File: config.mk
export PLATFORM = sky130hd
export DESIGN_NAME = ram_port_arbiter
export DESIGN_NICKNAME = d
export VERILOG_FILES = /design/src/rtl/ram_pkg.sv /design/src/rtl/rr_arb2.sv /design/src/rtl/ram_port_arbiter.sv
export SDC_FILE = /design/constraint.sdc
export NUM_CORES = 1
export LEC_CHECK = 0
export BUFFER_PORTS_ARGS = -buffer_cell sky130_fd_sc_hd__buf_2
export CORE_AREA = 2 2 129 131
export CTS_CLUSTER_SIZE = 24
export DETAILED_ROUTE_END_ITERATION = 16
export DIE_AREA = 0 0 131 133
export PLACE_DENSITY = 0.64
export SYNTH_ARGS = -nofsm -noshare
export SYNTH_HDL_FRONTEND = slang
export SYNTH_SLANG_ARGS = --single-unit
File: constraint.sdc
create_clock -name clk -period 1.33 [get_ports clk]
set_input_delay 0.0665 -clock clk [delete_from_list [all_inputs] [get_ports clk]]
set_output_delay 0.0665 -clock clk [all_outputs]
set_load 0.02 [all_outputs]
File: src/rtl/ram_pkg.sv
// Shared widths, port ids and request record for the ALU-RAM data RAM arbiter.
package ram_pkg;

   localparam int ADDR_W = 4;
   localparam int DATA_W = 32;

   localparam logic PORT_ALU  = 1'b0;
   localparam logic PORT_HOST = 1'b1;

   typedef struct packed {
      logic              we;
      logic [ADDR_W-1:0] addr;
      logic [DATA_W-1:0] wdata;
   } ram_req_t;

endpackage

File: src/rtl/rr_arb2.sv
// Two-way round-robin arbiter: the port that did not win last time wins a tie.
import ram_pkg::*;

module rr_arb2 (
   input  logic       clk,
   input  logic       rst,
   input  logic [1:0] valid,
   output logic [1:0] grant,
   output logic       last_grant
);

   // Grant is held off entirely while reset is asserted so nothing is accepted.
   always_comb begin
      grant = 2'b00;
      if (!rst) begin
         if (valid == 2'b11) begin
            grant = last_grant ? 2'b01 : 2'b10;
         end else begin
            grant = valid;
         end
      end
   end

   always_ff @(posedge clk) begin
      if (rst) begin
         last_grant <= PORT_HOST;
      end else if (grant != 2'b00) begin
         last_grant <= grant[1];
      end
   end

endmodule

File: src/rtl/ram_port_arbiter.sv
// Round-robin sequencer between the ALU and host ports and the single-port data RAM,
// with a registered issue stage and a per-port read response demux.
import ram_pkg::*;

module ram_port_arbiter (
   input  logic              clk,
   input  logic              rst,

   input  logic              p0_req_valid,
   output logic              p0_req_ready,
   input  logic              p0_req_we,
   input  logic [ADDR_W-1:0] p0_req_addr,
   input  logic [DATA_W-1:0] p0_req_wdata,
   output logic              p0_rsp_valid,
   output logic [DATA_W-1:0] p0_rsp_data,

   input  logic              p1_req_valid,
   output logic              p1_req_ready,
   input  logic              p1_req_we,
   input  logic [ADDR_W-1:0] p1_req_addr,
   input  logic [DATA_W-1:0] p1_req_wdata,
   output logic              p1_rsp_valid,
   output logic [DATA_W-1:0] p1_rsp_data,

   output logic              ram_w_en,
   output logic              ram_r_en,
   output logic [ADDR_W-1:0] ram_addr_r,
   output logic [ADDR_W-1:0] ram_addr_w,
   output logic [DATA_W-1:0] ram_wdata,
   input  logic [DATA_W-1:0] ram_rdata
);

   logic [1:0] grant;
   logic       last_grant;
   logic       any_grant;
   logic       iss_port;
   logic       iss_rd;
   ram_req_t   req;

   rr_arb2 u_arb (
      .clk        (clk),
      .rst        (rst),
      .valid      ({p1_req_valid, p0_req_valid}),
      .grant      (grant),
      .last_grant (last_grant)
   );

   assign p0_req_ready = grant[0];
   assign p1_req_ready = grant[1];
   assign any_grant    = |grant;

   // The pointer is rewritten on every grant, so it already names the port in the issue stage.
   assign iss_port = last_grant;
   assign iss_rd   = ram_r_en;

   always_comb begin
      req = '{we: p0_req_we, addr: p0_req_addr, wdata: p0_req_wdata};
      if (grant[1]) begin
         req = '{we: p1_req_we, addr: p1_req_addr, wdata: p1_req_wdata};
      end
   end

   always_ff @(posedge clk) begin
      if (rst) begin
         ram_w_en   <= 1'b0;
         ram_r_en   <= 1'b0;
         ram_addr_r <= '0;
         ram_addr_w <= '0;
         ram_wdata  <= '0;
      end else begin
         ram_w_en <= any_grant && req.we;
         ram_r_en <= any_grant && !req.we;
         if (any_grant) begin
            ram_addr_r <= req.addr;
            ram_addr_w <= req.addr;
            if (req.we) begin
               ram_wdata <= req.wdata;
            end
         end
      end
   end

   // RAM data is valid at this edge because the RAM updated it on the preceding negedge.
   always_ff @(posedge clk) begin
      if (rst) begin
         p0_rsp_valid <= 1'b0;
         p1_rsp_valid <= 1'b0;
         p0_rsp_data  <= '0;
         p1_rsp_data  <= '0;
      end else begin
         p0_rsp_valid <= iss_rd && (iss_port == PORT_ALU);
         p1_rsp_valid <= iss_rd && (iss_port == PORT_HOST);
         if (iss_rd && (iss_port == PORT_ALU)) begin
            p0_rsp_data <= ram_rdata;
         end
         if (iss_rd && (iss_port == PORT_HOST)) begin
            p1_rsp_data <= ram_rdata;
         end
      end
   end

endmodule

==> impl.org <==
** Floorplan
- The region available for standard cell placement spans 16200 sq um.
- Number of rows created at floorplan :: 47
- The initial utilization of the core area, before any placement, comes to 24.5%.
- Boundary Pins :: 220
- The die covers 17400 sq um.
- Chip height :: 133 um
- From left edge to right edge, the die measures 131 um.

** Drt
- In the routed design, unresolved DRC markers number 0.
- The first TritonRoute pass finished after 4 iterations.
- For this block, the initial DRC count from the detailed router was 157.
- For this block, the routed nets add up to 14.2 mm of wire.
- Vias per Instance :: 4.37
- Dividing the detail-routed wire length by the instance count gives 14.5 um.
- In this run the remaining antenna-violating nets after routing total 0.
- Across all layers, the routed design uses 4278 vias.

** GRT
- Global routing finished with a remaining overflow of 0.
- For this run, the total global-route usage over all layers was measured as 15.1%.
- Vias in the first global route :: 4107
- Pin count of the biggest net entering global routing :: 41
- The number of antenna violations at the first check in global routing is 0.
- The first global-routing pass estimated 20.6 mm of wire.

** Synth
- Seq/Total Area, Yosys :: 53.0%
- After synthesis the netlist holds a flip-flop and latch count of 105.
- The synthesized design spends more area on one cell type than any other, namely dfxtp_1.
- Counting flops with a built-in enable in the synthesized netlist gives 0.
- Number of nets produced by synthesis :: 547
- In this run, distinct cell masters in the synthesized netlist total 24.
- Counting instances in the post-synthesis netlist gives the leading cell types as 139 x nand2_1, 105 x dfxtp_1, 65 x a21oi_1.
- Main synth FF type :: dfxtp_1
- The share of synthesized area in the top cell type comes to 53.0%.
- Dividing the synthesized area by the synthesized cell count gives 9.08 sq um.
- In the post-synthesis netlist, the cell with the most instances is nand2_1.
- The mapped netlist covers 3970 sq um.
- Yosys attributes the largest share of cell area to dfxtp_1 53%, nand2_1 13%, a21oi_1 8.2%.
- Synthesized instance count :: 437
- Of all flip-flops after synthesis, the portion carrying an async set or reset was 0%.
- The Yosys step of the flow raised 0 warnings.

** Pwr
- IR analysis of the VDD net gives a maximum drop of 0.579 mV.
- For this design the total switching power over the nets is 2.08 mW.
- Leakage Power :: 3.30 nW
- Internal Power :: 5.38 mW
- Combinational power share :: 20.0%
- Of the total power, the clock network draws 34.4%.
- Sequential cells burn 45.6% of the power.
- In this run the power density over the cells is 1070 nW/um^2.
- Total power after layout :: 7.46 mW
- Net switching is 27.9% of the power.

** Critical path
- The worst register-to-register path has a depth of 6.
- The startpoint identified for the worst register-to-register timing path is u_arb.last_grant$_SDFFE_PP1P_.
- Cell-by-cell trace of the critical path :: a21boi_4 -> nand2b_4 -> buf_4 -> buf_16 -> mux2i_1 -> o2bb2ai_4
- Data arrives at the worst endpoint at 1630 ps.
- Critical-path top delay cell :: dfxtp_4
- Startpoint types :: flop
- The worst setup path is captured at a flop.
- Setup slack on the worst reg-to-reg path comes out at -70 ps.
- For the worst setup path, the data required time is 1560 ps.
- Largest incremental delay on the critical path :: 360 ps
- The critical path is of the reg -> reg type.
- Maximum fanout encountered on the critical timing path :: 15
- Worst R2R End :: ram_wdata[5]$_SDFFE_PP0P_

** Clock tree
- Cts bufs inserted :: 9
- Counting every sink on the clock net gives 105.
- Counting along the longest clock path gives a buffer depth of 2.
- Skew-Pair Late Insertion Delay :: 340 ps
- CTS tree :: yes
- H-Tree Depth :: 3
- Clock-pin slew on the worst setup and hold paths :: 80 ps
- The root buffer cell chosen for the clock tree is clkbuf_16.

** STA
- Clock skew on the completed layout was measured at 9.26 ps.
- Fraction of the cycle the final worst path needs :: 105%
- Unrepaired setup endpoints after global routing :: true
- For this run, the top clock speed supported by timing is 714 MHz.
- The number of pins with negative max-slew slack in the final report came to 0.
- The hold violation total from the final report was 0.
- At the pin with the least slew margin, the transition time is 438 ps.
- Setup violations remaining at the end of the flow were counted as 33.
- Measured against its own limit, the worst slew margin works out to 70.8%.
- Final-layout setup total negative slack :: -969 ps
- Final setup margin :: -70.5 ps
- Counting I/O delays and the setup requirement, the final critical path takes 1400 ps.

** Layout
- For this run, the post-layout net count is 863.
- Ant. Diodes :: 0
- Layout Utilization :: 43.3%
- Final non-filler cell total :: 978
- Area overhead of the layout relative to synthesis :: 76.3%
- Fraction of layout instances using a drive strength above 1 :: 40.1%
- Filler Cell Count :: 1495

** Place
- Routability-driven placement finished with a final weighted congestion of 0.762.
- Cell total after placement :: 852
- The count of buffers added on input and output ports is 219.
- Once detailed placement completed, the half-perimeter wirelength came to 8.17 mm.
- Worst setup slack after placement :: 32.2 ps

** Worst hold path
- The worst hold path terminates at ram_wdata[26]$_SDFFE_PP0P_.
- The worst hold path begins at p0_req_wdata[26].
- The tightest min-delay check is of the in -> reg type.
- Counting instances, the worst hold path has a depth of 3.

** Status
- Failing checks :: setup timing
- The flow ran to the end, but the final reports show violations.

** Job
- Max-cap violations in this run came to 0.
[worst max-delay path: cells and delay by family, from the launching register on]
| kind | cells | cell delay (ps) |
|---|---|---|
| compound gates | 2 | 240 |
| buf+inv | 2 | 320 |
| flops | 1 | 360 |
| mux | 1 | 270 |
| simple gates | 1 | 90 |
[routing by layer]
layer / vias up / GRT usage, % / routed length, um
met3: 21 / 5.22 / 1100
met4: 0 / 5.32 / 286
li1: 2107 / - / -
met2: 201 / 26.0 / 7050
met5: - / 0 / 0
met1: 1949 / 17.3 / 5790
[repair_timing]
item,CTS,global route
hold buffers,95,0
pin swaps,2,2
gates cloned,1,4
setup buffers,1,9
endpoints found under the hold margin,100,0
setup endpoints to repair,2,34
gates resized for setup,11,36
[power by group through the flow]
stage / Sequential [mW] / Clock (mW) / Combinational, mW
final: 3.40 / 2.57 / 1.49
after global routing: 3.42 / 2.80 / 1.60
after CTS: 3.39 / 2.68 / 1.32
after detailed placement: 3.45 / 0 / 1.08
after global placement: 3.46 / 0 / 1.07
after floorplan: 3.64 / 0 / 0.427
[worst max path at each step]
stage | cells after the start | end | from
after floorplan | 5 | p0_rsp_data[23]$_SDFFE_PP0P_ | ram_r_en$_SDFF_PP0_
after global placement | 5 | ram_wdata[11]$_SDFFE_PP0P_ | u_arb.last_grant$_SDFFE_PP1P_
after detailed placement | 5 | ram_wdata[13]$_SDFFE_PP0P_ | u_arb.last_grant$_SDFFE_PP1P_
after CTS | 5 | p1_req_ready | u_arb.last_grant$_SDFFE_PP1P_
after global routing | 6 | ram_wdata[0]$_SDFFE_PP0P_ | u_arb.last_grant$_SDFFE_PP1P_
final | 6 | ram_wdata[5]$_SDFFE_PP0P_ | u_arb.last_grant$_SDFFE_PP1P_
[cells in the final DEF (no fill, tap or decap), drive strengths merged, types with 7 or more instances in the layout]
master	count
a21oi	65
mux2i	32
inv	7
o2bb2ai	32
dlygate4sd3	95
buf	245
nor2	8
dfxtp	105
nand2	139
clkbuf	13
[sequential cells by signal (all words and copies together) (netlist names)]
register	cells
p0_rsp_data	32
p0_rsp_valid	1
p1_rsp_data	32
p1_rsp_valid	1
ram_addr_w	4
ram_r_en	1
ram_w_en	1
ram_wdata	32
u_arb.last_grant	1
[cells by family after synthesis]
group                  share of synthesized area (%)
AOI/OAI and AO/OA                               18.0
muxes                                           8.07
DFF                                             53.0
and+or+nand+nor                                 14.9
buffers and inverters                           6.05
[final cells by class]
type                            instances  area (sq um)  area share [%]
Clock buffer                           10           239            3.42
Clock inverter                          6          47.5           0.680
Inverter                                4          27.5           0.393
Multi-Input combinational cell        290          1840            26.3
Timing Repair Buffer                  343          2460            35.2
Sequential cell                       105          2110            30.1
Tap cell                              220           275            3.93
[metrics by stage]
step	hold WS (ps)	area, sq um
after global placement	281	5310
after CTS	-11.1	6620
after global routing	21.6	7000
after floorplan	161	3970
after detailed placement	282	5310
final	11.1	7000
Note: power is estimated with default switching activity, not from simulation.
